===== config.mk =====
export PLATFORM = sky130hd
export DESIGN_NAME = pipe_adder_nbit
export DESIGN_NICKNAME = d
export VERILOG_FILES = /design/src/rtl/pipe_adder_nbit.sv
export SDC_FILE = /design/constraint.sdc
export NUM_CORES = 1
export LEC_CHECK = 0
export ABC_AREA = 1
export CAP_MARGIN = 20
export CORE_MARGIN = 5
export CORE_UTILIZATION = 54
export CTS_CLUSTER_DIAMETER = 150
export DETAILED_ROUTE_END_ITERATION = 16
export PLACE_DENSITY = 0.79
export SLEW_MARGIN = 30
export SYNTH_ARGS = -nofsm -noshare
export SYNTH_HDL_FRONTEND = slang
export SYNTH_SLANG_ARGS = --single-unit

===== constraint.sdc =====
create_clock -name clk -period 2.38 [get_ports clk]
set_input_delay 0.357 -clock clk [delete_from_list [all_inputs] [get_ports clk]]
set_output_delay 0.357 -clock clk [all_outputs]
set_load 0.02 [all_outputs]

===== src/rtl/pipe_adder_nbit.sv =====
// pipe_adder_nbit: pipelined ripple-carry adder, STAGE_W bits per stage.
// Each stage register holds a valid bit, the sum bits completed so far, the
// slice carry, and the operands (whose upper slices are still unprocessed).
// Stages advance independently, so bubbles collapse under a downstream stall.
// Optional build macro: PIPE_ADD_SAT_EN (unsigned saturation of sum on carry out).
module pipe_adder_nbit #(
    parameter int WIDTH   = 16,
    parameter int STAGE_W = 4
) (
    input  logic             clk,
    input  logic             rst,
    input  logic             in_valid,
    output logic             in_ready,
    input  logic [WIDTH-1:0] a,
    input  logic [WIDTH-1:0] b,
    input  logic             cin,
    output logic             out_valid,
    input  logic             out_ready,
    output logic [WIDTH-1:0] sum,
    output logic             cout,
    output logic             ovf
);
    localparam int STAGES = WIDTH / STAGE_W;

    // stage registers
    logic [STAGES-1:0]            vld;
    logic [STAGES-1:0][WIDTH-1:0] sum_r;
    logic [STAGES-1:0][WIDTH-1:0] opa_r;
    logic [STAGES-1:0][WIDTH-1:0] opb_r;
    logic [STAGES-1:0]            cy_r;
    logic                         ovf_r;

    // per-stage next-state values
    logic [STAGES-1:0]              ld;
    logic [STAGES-1:0]              src_v;
    logic [STAGES-1:0]              src_c;
    logic [STAGES-1:0][WIDTH-1:0]   src_a;
    logic [STAGES-1:0][WIDTH-1:0]   src_b;
    logic [STAGES-1:0][WIDTH-1:0]   nxt_sum;
    logic [STAGES-1:0][STAGE_W:0]   slc;
    logic                           nxt_ovf;

    // load enables: a stage loads when empty or when the stage after it takes its entry
    always_comb begin
        ld = '0;
        ld[STAGES-1] = !vld[STAGES-1] || out_ready;
        for (int k = STAGES - 2; k >= 0; k--)
            ld[k] = !vld[k] || ld[k+1];
    end

    // slice adders: stage 0 takes the ports, later stages take the previous register
    always_comb begin
        src_v   = '0;
        src_c   = '0;
        src_a   = '0;
        src_b   = '0;
        nxt_sum = '0;
        slc     = '0;
        nxt_ovf = 1'b0;
        for (int k = 0; k < STAGES; k++) begin
            if (k == 0) begin
                src_v[k]   = in_valid;
                src_c[k]   = cin;
                src_a[k]   = a;
                src_b[k]   = b;
                nxt_sum[k] = '0;
            end else begin
                src_v[k]   = vld[k-1];
                src_c[k]   = cy_r[k-1];
                src_a[k]   = opa_r[k-1];
                src_b[k]   = opb_r[k-1];
                nxt_sum[k] = sum_r[k-1];
            end
            slc[k] = {1'b0, src_a[k][k*STAGE_W +: STAGE_W]}
                   + {1'b0, src_b[k][k*STAGE_W +: STAGE_W]}
                   + {{STAGE_W{1'b0}}, src_c[k]};
            nxt_sum[k][k*STAGE_W +: STAGE_W] = slc[k][STAGE_W-1:0];
        end
        // carry into the MSB is recovered from the MSB operand bits and result bit
        nxt_ovf = src_a[STAGES-1][WIDTH-1] ^ src_b[STAGES-1][WIDTH-1]
                ^ slc[STAGES-1][STAGE_W-1] ^ slc[STAGES-1][STAGE_W];
`ifdef PIPE_ADD_SAT_EN
        if (slc[STAGES-1][STAGE_W])
            nxt_sum[STAGES-1] = '1;
`else
`endif
    end

    // stage registers advance on their own load enable; reset drops all in-flight work
    always_ff @(posedge clk) begin
        if (rst) begin
            vld   <= '0;
            sum_r <= '0;
            cy_r  <= '0;
            ovf_r <= 1'b0;
        end else begin
            for (int k = 0; k < STAGES; k++) begin
                if (ld[k]) begin
                    vld[k]   <= src_v[k];
                    sum_r[k] <= nxt_sum[k];
                    cy_r[k]  <= slc[k][STAGE_W];
                    opa_r[k] <= src_a[k];
                    opb_r[k] <= src_b[k];
                end
            end
            if (ld[STAGES-1])
                ovf_r <= nxt_ovf;
        end
    end

    // outputs come straight from the last stage, forced quiet while reset is held
    always_comb begin
        in_ready  = !rst && ld[0];
        out_valid = !rst && vld[STAGES-1];
        sum       = rst ? '0 : sum_r[STAGES-1];
        cout      = !rst && cy_r[STAGES-1];
        ovf       = !rst && ovf_r;
    end
endmodule

==> results of run 1 <==
[layout make-up]
type	count	area, sq um	share of cell area (%)
clock buffers	9	124	2.55
inverters	53	200	4.12
clock inverters	7	98.8	2.04
repair buffers	62	603	12.4
multi-input cells	224	1280	26.5
flip-flops and latches	97	2420	49.9
well taps	99	124	2.55
[per-stage QoR]
step | setup WS, ps | instance area, sq um | std cells
finish | 441 | 4860 | 551
global route | 334 | 4860 | 551
CTS | 77.5 | 4850 | 551
detailed placement | 87.2 | 4630 | 535
global placement | 89.7 | 4630 | 535
floorplan | 411 | 3990 | 388
[where the power goes]
group / leakage [nW] / total, W / switching, W / internal, W
registers: 0.874 / 0.00196 / 0.0000567 / 0.00190
clock network: 0.107 / 0.00117 / 0.000568 / 0.000600
logic: 1.01 / 0.000453 / 0.000239 / 0.000214
[sequential cells by signal, summed over array words and instances (netlist names)]
name,cells
nxt_sum,24
cy_r,4
sum_r,16
ovf_r,1
opa_r,24
opb_r,24
vld,4
[synthesized netlist by cell type (all sizes together)]
library cell	number
or2	2
xor2	2
ha	12
xnor2	2
o21ai	18
fa	8
nand3	12
clkbuf	2
edfxtp	48
buf	12
nand2	57
nand4	1
clkinv	2
a211oi	13
a21oi	23
nor2	66
inv	51
nand3b	8
dfxtp	49
[metal layers]
metal	up-vias	global-route usage (%)	wire, um
li1	1377	-	-
met1	1160	20.4	3010
met2	58	25.7	3100
met3	9	5.24	356
met4	0	4.62	79
met5	-	0	0
[worst paths after layout]
path | from | cells after the start | slack (ps) | to
setup / recovery | out_ready | 8 | 440 | in_ready
hold / removal | opa_r[8]$_DFFE_PP_ | 0 | 420 | opa_r[24]$_DFFE_PP_
setup reg to reg | opa_r[44]$_DFFE_PP_ | 9 | 550 | ovf_r$_SDFFE_PP0P_
hold reg to reg | opa_r[8]$_DFFE_PP_ | 0 | 420 | opa_r[24]$_DFFE_PP_
[worst max-delay path: stages]
cell	delay, ps
sky130_fd_sc_hd__clkdlybuf4s50_1	390
sky130_fd_sc_hd__inv_1	110
sky130_fd_sc_hd__nand3_2	90
sky130_fd_sc_hd__clkinv_2	80
sky130_fd_sc_hd__nand2_4	50
sky130_fd_sc_hd__nor2_4	190
sky130_fd_sc_hd__nor2_2	70
sky130_fd_sc_hd__dlymetal6s2s_1	240
[cells by family after synthesis]
logic type,synth area share (%)
flip-flops,60.8
adder cells (fa/ha/maj),7.79
buffers and inverters,7.00
AO/OA/AOI/OAI,7.69
XOR/XNOR,0.880
AND/OR/NAND/NOR,15.8
==> Flow_metrics.wiki, run 1 <==
{| class="wikitable"
! Metric !! Value
|-
| End-of-flow core utilization || 67.3%
|-
| Element type at the critical path end || primary output
|-
| Sequential-to-total area share from yosys stat || 60.8%
|-
| Hold buffer count at cts || 0
|-
| Peak supply drop || 0.000468 V
|-
| Highest attainable clock frequency || 516 MHz
|-
| Diodes inserted || 0
|-
| Number of max-cap violations || 0
|-
| Buffers on Ports || 56
|-
| Synthesized area || 3980 sq um
|-
| Fraction of post-synthesis cell area in the top cell type by area || 36.2%
|-
| Data arrival time of the critical path || 1580 ps
|-
| CORE AREA || 7210 sq um
|-
| Slew HR || 57.8%
|-
| Clk Tree Root Cell || sky130_fd_sc_hd__clkbuf_8
|-
| Type of the worst setup path || input port to primary output
|-
| Area overhead of the layout relative to synthesis || 21.9%
|-
| Largest net degree at the start of global routing || 37
|-
| Average wire per cell in the routed design || 11.9 um
|-
| Most common cell after layout, fill and taps aside || sky130_fd_sc_hd__nor2_1
|-
| Top library cells by usage in the layout, fill and taps aside || 63 x sky130_fd_sc_hd__nor2_1, 55 x sky130_fd_sc_hd__nand2_1, 54 x sky130_fd_sc_hd__clkdlybuf4s50_1
|-
| Max clock buf depth || 2
|-
| Number of unique standard cell types used by synthesis || 31
|-
| Worst hold slack || 423 ps
|-
| Min Tclk post-route || 1940 ps
|-
| Overall routed net length || 6540 um
|-
| Vias in the first global route || 2523
|-
| Global-route wire length before repair || 11200 um
|-
| Vias per Instance || 4.73
|-
| Setup violation total in the final timing report || 0
|-
| Clock insertion delay at the later pin of the skew report || 360 ps
|-
| Number of warnings reported in the yosys synthesis log || 0
|-
| Clock tree from TritonCTS || done
|-
| Worst Max-Slew Pin Slew || 633 ps
|-
| Unrepaired setup endpoints after global routing || false
|-
| Number of clock sinks seen by CTS || 97
|-
| Via Count || 2604
|-
| Run status || finished clean
|-
| Die Y-Extent || 95.9 um
|-
| Worst hold-check path type || flop to flop
|-
| Final critical-path share of the clock period || 81.5%
|-
| Io pins || 57
|-
| DP Wirelength || 4740 um
|-
| DIE WIDTH || 95.9 um
|-
| Final-layout setup total negative slack || 0 ps
|-
| Avg Synthesized Cell Area || 10.3 sq um
|-
| Fraction of final layout cells with drive strength greater than 1 || 7.74%
|-
| Fin Clk Skew || 11.5 ps
|-
| Number of antenna violations at the first check in global routing || 0
|-
| Total routing usage reported by global routing || 15.9%
|-
| Count of unresolved DRC violations after routing || 0
|-
| Total power consumption of the routed design || 0.00358 W
|-
| Post-Syn Instances || 388
|-
| Number of iterations in the first detailed-routing pass || 4
|-
| Maximum fanout count along the critical path || 7
|-
| Maximum level of the CTS H-tree || 3
|-
| Num CTS Buffers || 9
|-
| Max-slew violation count || 0
|-
| Effective utilization at floorplan || 55.2%
|-
| Remaining global-route overflow || 0
|-
| Initial detailed-routing violation count || 140
|-
| Number of setup buffers added after CTS || 0
|-
| Yosys reg bits || 97
|-
| Cell type with the largest total area after synthesis || sky130_fd_sc_hd__edfxtp_1
|-
| Leakage component of the power || 1.99 nW
|-
| Synthesized net count || 445
|-
| Startpoint class of the critical path || input port
|-
| Post-DRT Antenna Nets || 0
|-
| Full die area || 9190 sq um
|-
| RePlAce Congestion || 0.751
|-
| Power density over the cells || 736 nW/um^2
|-
| Final hold violation count || 0
|-
| Nets || 504
|-
| Top cells by area in the synthesized netlist || sky130_fd_sc_hd__edfxtp_1 36%, sky130_fd_sc_hd__dfxtp_1 25%, sky130_fd_sc_hd__nor2_1 6.0%, sky130_fd_sc_hd__nand2_1 5.2%, sky130_fd_sc_hd__inv_1 4.5%
|-
| Filler instances || 553
|-
| Required time at the endpoint of the critical path || 2020 ps
|-
| PostCTS Resize Cnt || 0
|-
| Clock-pin slew on the worst setup and hold paths || 80 ps
|-
| Number of standard-cell rows in the floorplan || 31
|}
Power figures use the tool's default switching activity.
==> run 2, diff against run 1 <==
--- a/config.mk
+++ b/config.mk
@@ -8,10 +8,10 @@
 export ABC_AREA = 1
 export CAP_MARGIN = 20
 export CORE_MARGIN = 5
-export CORE_UTILIZATION = 54
+export CORE_UTILIZATION = 49
 export CTS_CLUSTER_DIAMETER = 150
 export DETAILED_ROUTE_END_ITERATION = 16
-export PLACE_DENSITY = 0.79
+export PLACE_DENSITY = 0.76
 export SLEW_MARGIN = 30
 export SYNTH_ARGS = -nofsm -noshare
 export SYNTH_HDL_FRONTEND = slang
==> constraint.sdc (replaced) <==
create_clock -name clk -period 1.7 [get_ports clk]
set_input_delay 0.255 -clock clk [delete_from_list [all_inputs] [get_ports clk]]
set_output_delay 0.255 -clock clk [all_outputs]
set_load 0.02 [all_outputs]
==> run 2 against run 1 <==
Compared with the run above:
- die area grew 9.1%
- via count is 0.31% lower
- wire length is 5.7% lower
- highest routed layer unchanged
==> Flow_metrics.wiki, run 2 (synthesized netlist as in run 1, its figures left out) <==
{| class="wikitable"
! Metric !! Value
|-
| Fraction of met1 tracks used by global routing || 17.2% (-3.1 points)
|-
| Global-route wire length before repair || 10300 um (-8.5%)
|-
| Maximum level of the CTS H-tree || 3 (unchanged)
|-
| Die Y-Extent || 100 um (+4.5%)
|-
| Fraction of final layout cells with drive strength greater than 1 || 12.5% (+4.7 points)
|-
| Data arrival time of the critical path || 1950 ps (+370 ps)
|-
| CORE AREA || 7810 sq um (+8.2%)
|-
| Area overhead of the layout relative to synthesis || 25.9%
|-
| Io pins || 57 (unchanged)
|-
| PnR worst setup slack || 3.94 ps (-437 ps)
|-
| Top library cells by usage in the layout, fill and taps aside || 63 x sky130_fd_sc_hd__nor2_1, 53 x sky130_fd_sc_hd__nand2_1, 49 x sky130_fd_sc_hd__dfxtp_1
|-
| DIE WIDTH || 100 um (+4.5%)
|-
| Average wire per cell in the routed design || 10.9 um (-8.4%)
|-
| Unrepaired setup endpoints after global routing || true
|-
| Crit-path slowest cell || sky130_fd_sc_hd__edfxtp_1
|-
| Met3 demand-to-capacity share in global routing || 4.59% (-0.65 points)
|-
| End-of-flow core utilization || 64.2% (-3.1 points)
|-
| Startpoint class of the critical path || flop
|-
| Initial detailed-routing violation count || 134 (-4.3%)
|-
| Busiest layer in global routing || met2
|-
| Overall routed net length || 6160 um (-5.7%)
|-
| Diodes inserted || 0 (unchanged)
|-
| DP Wirelength || 4590 um (-3.2%)
|-
| Run status || finished clean
|-
| Startpoint of the lowest-slack hold path || rst
|-
| Number of iterations in the first detailed-routing pass || 4 (unchanged)
|-
| Worst Max-Slew Pin Slew || 338 ps (-295 ps)
|-
| Number of clock sinks seen by CTS || 97 (unchanged)
|-
| Final Instance Area || 5010 sq um (+3.2%)
|-
| Full die area || 10000 sq um (+9.1%)
|-
| Area after DPL || 4740 sq um (+2.4%)
|-
| Clock tree from TritonCTS || done
|-
| Post-DRT Antenna Nets || 0 (unchanged)
|-
| Max-slew violation count || 0 (unchanged)
|-
| Leakage component of the power || 2.34 nW (+17%)
|-
| Cell depth of the worst flop-to-flop path || 7 (-2)
|-
| RePlAce Congestion || 0.758 (+0.91%)
|-
| Number of max-cap violations || 0 (unchanged)
|-
| Reg-to-reg critical path endpoint || cy_r[3]$_SDFFE_PP0P_
|-
| Vias per Instance || 4.58 (-3.1%)
|-
| Min Tclk post-route || 1700 ps
|-
| Num CTS Buffers || 9 (unchanged)
|-
| Setup slack of the worst register-to-register path || 4 ps (-550 ps)
|-
| Slew HR || 77.4% (+20 points)
|-
| Fin Clk Skew || 9.57 ps (-1.96 ps)
|-
| Cell-by-cell trace of the critical path || fa_2 > fa_2 > nand2_2 > nand3_2 > nand2_2 > buf_4 > a21oi_1
|-
| Worst hold-check path type || input port to flop
|-
| Effective utilization at floorplan || 51.0% (-4.2 points)
|-
| Number of antenna violations at the first check in global routing || 0 (unchanged)
|-
| Peak per-stage delay on the critical path || 420 ps (+30 ps)
|-
| Buffers on Ports || 56 (unchanged)
|-
| Total power consumption of the routed design || 0.00476 W (+33%)
|-
| Most common cell after layout, fill and taps aside || sky130_fd_sc_hd__nor2_1
|-
| Total routing usage reported by global routing || 13.0% (-2.9 points)
|-
| Final hold violation count || 0 (unchanged)
|-
| Vias in the first global route || 2356 (-6.6%)
|-
| Final critical-path share of the clock period || 99.8%
|-
| Type of the worst setup path || flop to flop
|-
| Count of unresolved DRC violations after routing || 0 (unchanged)
|-
| Worst hold slack || 365 ps (-58.2 ps)
|-
| Clk Tree Root Cell || sky130_fd_sc_hd__clkbuf_8
|-
| Nets || 517 (+2.6%)
|-
| Remaining global-route overflow || 0 (unchanged)
|-
| Via Count || 2596 (-0.31%)
|-
| Power density over the cells || 949 nW/um^2 (+29%)
|-
| Element type at the critical path end || flop
|-
| Max clock buf depth || 2 (unchanged)
|-
| Cell depth of the worst min-delay path || 3 (+3)
|-
| Number of standard-cell rows in the floorplan || 32 (+3.2%)
|-
| GRT met2 Usage || 19.3% (-6.4 points)
|-
| Post-Place Setup Slack || -344 ps (-431 ps)
|-
| Hold buffer count at cts || 0 (unchanged)
|-
| Clock insertion delay at the later pin of the skew report || 360 ps (about the same)
|-
| Clock-pin slew on the worst setup and hold paths || 90 ps (about the same)
|-
| Maximum fanout count along the critical path || 3 (-4)
|-
| Filler instances || 618 (+12%)
|-
| Highest attainable clock frequency || 590 MHz
|-
| Hold-critical path endpoint || vld[1]$_SDFFE_PP0P_
|-
| Required time at the endpoint of the critical path || 1950 ps (-70 ps)
|-
| Peak supply drop || 0.000720 V (+54%)
|-
| Reg2Reg Launch Point || opa_r[44]$_DFFE_PP_
|-
| Largest net degree at the start of global routing || 25 (-32%)
|-
| Setup violation total in the final timing report || 0 (unchanged)
|}
[run 2: cell types whose count changed in the layout (fill, tap and decap cells not counted), moves of 3 or more]
cell                              previous run  this run
sky130_fd_sc_hd__clkdlybuf4s50_1            54        35
sky130_fd_sc_hd__inv_6                       3         0
sky130_fd_sc_hd__buf_4                       6        17
sky130_fd_sc_hd__clkinv_4                    0         3
sky130_fd_sc_hd__fa_2                        0         4
sky130_fd_sc_hd__dlymetal6s2s_1              1        16
sky130_fd_sc_hd__fa_1                        8         4
sky130_fd_sc_hd__dlygate4sd2_1               0         3
[run 2: per-stage QoR]
stage,TNS [ps],std cells
2_1_floorplan,0,388
3_3_place_gp,-4070,548
3_5_place_dp,-5350,548
4_1_cts,-1.18,565
5_1_grt,-189,567
6_report,0,567
[run 2: layer usage]
| metal | wire length, um | up-vias |
|---|---|---|
| li1 | - | 1404 |
| met1 | 2920 | 1130 |
| met2 | 2780 | 53 |
| met3 | 362 | 9 |
| met4 | 104 | 0 |
| met5 | 0 | - |
[run 2: critical path: cells and delay by family (launching register included)]
family / cells / cell delay (ps)
fa+ha+maj: 2 / 820
simple gates: 3 / 220
flops: 1 / 420
buf+inv: 1 / 100
compound gates: 1 / 40
[run 2: timing repair]
item,in CTS,in global routing
pin swaps,1,6
setup endpoints to repair,7,22
gates cloned,0,0
gates resized for setup,8,23
buffers inserted,1,2
[run 2: report_power, final]
| group | leakage [nW] | total, W | internal (W) | switching [W] |
|---|---|---|---|---|
| combinational | 1.37 | 0.000670 | 0.000327 | 0.000343 |
| clock | 0.0902 | 0.00136 | 0.000556 | 0.000802 |
| sequential | 0.874 | 0.00273 | 0.00266 | 0.0000742 |
| total | 2.34 | 0.00476 | 0.00354 | 0.00122 |
[run 2: layout make-up]
| type | count | area (sq um) | area share (%) |
|---|---|---|---|
| clock inverters | 7 | 66.3 | 1.32 |
| multi-input cells | 224 | 1320 | 26.3 |
| repair buffers | 75 | 754 | 15.0 |
| well taps | 102 | 128 | 2.54 |
| inverters | 53 | 200 | 3.99 |
| clock buffers | 9 | 124 | 2.47 |
| flip-flops and latches | 97 | 2420 | 48.3 |
[run 2: worst max path at each step]
stage          slack, ps                   end                start
2_1_floorplan         30    ovf_r$_SDFFE_PP0P_  opa_r[44]$_DFFE_PP_
5_1_grt              -90    ovf_r$_SDFFE_PP0P_  opa_r[44]$_DFFE_PP_
4_1_cts               -1    ovf_r$_SDFFE_PP0P_  opb_r[44]$_DFFE_PP_
3_5_place_dp        -340              in_ready            out_ready
3_3_place_gp        -340              in_ready            out_ready
6_report               4  cy_r[3]$_SDFFE_PP0P_  opa_r[44]$_DFFE_PP_
==> run 3, diff against run 2 <==
--- a/config.mk
+++ b/config.mk
@@ -11,7 +11,7 @@
 export CORE_UTILIZATION = 49
 export CTS_CLUSTER_DIAMETER = 150
 export DETAILED_ROUTE_END_ITERATION = 16
-export PLACE_DENSITY = 0.76
+export PLACE_DENSITY = 0.82
 export SLEW_MARGIN = 30
 export SYNTH_ARGS = -nofsm -noshare
 export SYNTH_HDL_FRONTEND = slang
==> constraint.sdc (replaced) <==
create_clock -name clk -period 1.7 [get_ports clk]
set_input_delay 0.34 -clock clk [delete_from_list [all_inputs] [get_ports clk]]
set_output_delay 0.34 -clock clk [all_outputs]
set_load 0.02 [all_outputs]
==> run 3 against run 2 <==
Compared with the run above:
- the run now ends with negative setup slack left
- critical path depth increased by 1
- wire length increased by 12%
- hold slack improved by 49 ps
- critical path type is now input port to primary output
- critical endpoint is now in_ready
- largest cell class unchanged
- largest power group unchanged
==> Flow_metrics.wiki, run 3 (synthesized netlist as in run 1, its figures left out) <==
{| class="wikitable"
! Metric !! Value
|-
| Fraction of final layout cells with drive strength greater than 1 || 12.0% (-0.48 points)
|-
| Busiest layer in global routing || met2
|-
| PnR worst setup slack || -33.4 ps (-37.3 ps)
|-
| DIE WIDTH || 100 um (unchanged)
|-
| Via Count || 2736 (+5.4%)
|-
| Io pins || 57 (unchanged)
|-
| Hold buffer count at cts || 0 (unchanged)
|-
| FF+latch area || 2420 sq um (unchanged)
|-
| Initial detailed-routing violation count || 134 (unchanged)
|-
| Clock network fraction of total power || 34.3% (+5.8 points)
|-
| Fraction of met1 tracks used by global routing || 18.3% (+1.1 points)
|-
| Number of antenna violations at the first check in global routing || 0 (unchanged)
|-
| Final Instance Area || 5030 sq um (+0.32%)
|-
| Cell-internal power || 0.00397 W (+12%)
|-
| Cell depth of the worst min-delay path || 5 (+2)
|-
| Final critical-path share of the clock period || 102% (+2.2 points)
|-
| Number of max-cap violations || 0 (unchanged)
|-
| Number of standard-cell rows in the floorplan || 32 (unchanged)
|-
| Power density over the cells || 1030 nW/um^2 (+8.6%)
|-
| Reg2Reg Launch Point || opa_r[44]$_DFFE_PP_
|-
| Clock-pin slew on the worst setup and hold paths || 90 ps (about the same)
|-
| Clock insertion delay at the later pin of the skew report || 350 ps (about the same)
|-
| Setup slack of the worst register-to-register path || 20 ps (+20 ps)
|-
| Area after DPL || 4780 sq um (+0.74%)
|-
| CORE AREA || 7810 sq um (unchanged)
|-
| Buffers on Ports || 56 (unchanged)
|-
| DP Wirelength || 5140 um (+12%)
|-
| Vias in the first global route || 2673 (+13%)
|-
| Worst Max-Slew Pin Slew || 350 ps (+12.0 ps)
|-
| Sw Share || 23.4% (-2.2 points)
|-
| Count of unresolved DRC violations after routing || 0 (unchanged)
|-
| Post-DRT Antenna Nets || 0 (unchanged)
|-
| Failing checks || negative setup slack
|-
| Diodes inserted || 0 (unchanged)
|-
| Cell depth of the worst flop-to-flop path || 9 (+2)
|-
| Clk Tree Root Cell || sky130_fd_sc_hd__clkbuf_8
|-
| Remaining global-route overflow || 0 (unchanged)
|-
| Type of the worst setup path || input port to primary output
|-
| Peak supply drop || 0.000818 V (+14%)
|-
| Vias per Instance || 4.81 (+5.0%)
|-
| RePlAce Congestion || 0.787 (+3.8%)
|-
| Required time at the endpoint of the critical path || 1360 ps (-590 ps)
|-
| Area overhead of the layout relative to synthesis || 26.3%
|-
| Number of clock sinks seen by CTS || 97 (unchanged)
|-
| Total routing usage reported by global routing || 15.0% (+1.9 points)
|-
| Hold-critical path endpoint || cy_r[2]$_SDFFE_PP0P_
|-
| Min Tclk post-route || 1730 ps (+37.3 ps)
|-
| Average wire per cell in the routed design || 12.1 um (+11%)
|-
| Reg-to-reg critical path endpoint || ovf_r$_SDFFE_PP0P_
|-
| Post-Place Setup Slack || -512 ps (-168 ps)
|-
| Nets || 519 (+0.39%)
|-
| Number of iterations in the first detailed-routing pass || 4 (unchanged)
|-
| Die Y-Extent || 100 um (unchanged)
|-
| Worst hold-check path type || input port to flop
|-
| Setup violation total in the final timing report || 1 (+1)
|-
| Combinational fraction of design power || 12.9% (-1.2 points)
|-
| Met3 demand-to-capacity share in global routing || 3.75% (-0.83 points)
|-
| Global-route wire length before repair || 11900 um (+16%)
|-
| Maximum level of the CTS H-tree || 3 (unchanged)
|-
| Effective utilization at floorplan || 51.0% (unchanged)
|-
| Post-route non-filler standard cell count || 569 (+0.35%)
|-
| Data arrival time of the critical path || 1390 ps (-560 ps)
|-
| # placed instances || 551 (+0.55%)
|-
| Max-slew violation count || 0 (unchanged)
|-
| Startpoint class of the critical path || input port
|-
| Overall routed net length || 6890 um (+12%)
|-
| Element type at the critical path end || primary output
|-
| Fin Clk Skew || 9.18 ps (-0.388 ps)
|-
| Slew HR || 76.6% (-0.80 points)
|-
| Maximum fanout count along the critical path || 2 (-1)
|-
| Most common cell after layout, fill and taps aside || sky130_fd_sc_hd__nor2_1
|-
| Clock tree from TritonCTS || done
|-
| Total power consumption of the routed design || 0.00519 W (+9.0%)
|-
| Largest net degree at the start of global routing || 30 (+20%)
|-
| Full die area || 10000 sq um (unchanged)
|-
| Area of the multi-input gates || 1300 sq um (-1.4%)
|-
| Highest attainable clock frequency || 577 MHz (-2.2%)
|-
| Filler instances || 618 (unchanged)
|-
| Max clock buf depth || 2 (unchanged)
|-
| Top library cells by usage in the layout, fill and taps aside || 63 x sky130_fd_sc_hd__nor2_1, 55 x sky130_fd_sc_hd__nand2_1, 49 x sky130_fd_sc_hd__dfxtp_1
|-
| Run status || complete, but fails checks
|-
| GRT met2 Usage || 25.1% (+5.8 points)
|-
| Startpoint of the lowest-slack hold path || rst
|-
| Leakage component of the power || 2.17 nW (-7.1%)
|-
| Total net switching power || 0.00122 W (-0.33%)
|-
| Final hold violation count || 0 (unchanged)
|-
| Unrepaired setup endpoints after global routing || true
|-
| Num CTS Buffers || 9 (unchanged)
|-
| Fraction of power consumed by sequential logic || 52.8% (-4.6 points)
|}
==> run 3: cell count changes in the layout (fill, tap and decap cells not counted), sizes merged <==
cell	delta
inv	+2
clkinvlp	-1
bufinv	+3
clkinv	-4
buf	+2
dlymetal6s2s	-16
dlygate4sd2	+16
==> run 3: cell type report <==
type / instances / area share, %
timing repair buffer: 77 / 14.5
sequential: 97 / 48.1
multi-input combinational: 224 / 25.9
tap: 102 / 2.54
clock buffer: 9 / 2.46
clock inverter: 7 / 2.51
inverter: 53 / 4.00
==> run 3: power groups by stage <==
stage	Combinational, W	Sequential [W]	Clock [W]
finish	0.000670	0.00274	0.00178
detailed placement	0.000671	0.00279	0
floorplan	0.000419	0.00277	0
CTS	0.000668	0.00274	0.00182
global placement	0.000642	0.00278	0
global route	0.000764	0.00276	0.00193
==> run 3: per-stage QoR <==
stage,hold slack (ps),util [%],TNS [ps]
6_report,413,64.4,-33.4
5_1_grt,408,64.4,-256
4_1_cts,394,64.2,-55.0
3_3_place_gp,403,61.2,-8490
2_1_floorplan,400,-,0
3_5_place_dp,405,61.2,-10430
==> run 3: worst max-delay path by stage <==
stage	start	endpoint	slack, ps	cells after the start
2_1_floorplan	opa_r[44]$_DFFE_PP_	ovf_r$_SDFFE_PP0P_	30	8
3_3_place_gp	out_ready	in_ready	-510	8
3_5_place_dp	out_ready	in_ready	-510	8
4_1_cts	out_ready	in_ready	-50	8
5_1_grt	out_ready	in_ready	-90	8
6_report	out_ready	in_ready	-30	8
==> run 3: critical path: stages <==
cell and delay (ps):
sky130_fd_sc_hd__clkdlybuf4s50_1 420, sky130_fd_sc_hd__inv_2 80, sky130_fd_sc_hd__nand3_2 100, sky130_fd_sc_hd__inv_4 90, sky130_fd_sc_hd__nand2_4 50, sky130_fd_sc_hd__nor2_4 120
sky130_fd_sc_hd__nor2_4 70, sky130_fd_sc_hd__buf_6 130
==> run 3: timing repair <==
action | CTS | global route
gates resized for setup | 26 | 4
pin swaps | 2 | 5
buffers inserted | 1 | 1
endpoints found under the setup margin | 23 | 5
==> run 3: layer usage <==
metal  up-vias  part of all wire (%)
met5         -                     0
met3        11                   4.8
met2        65                    50
met4         0                   1.8
li1       1408                     -
met1      1252                    44
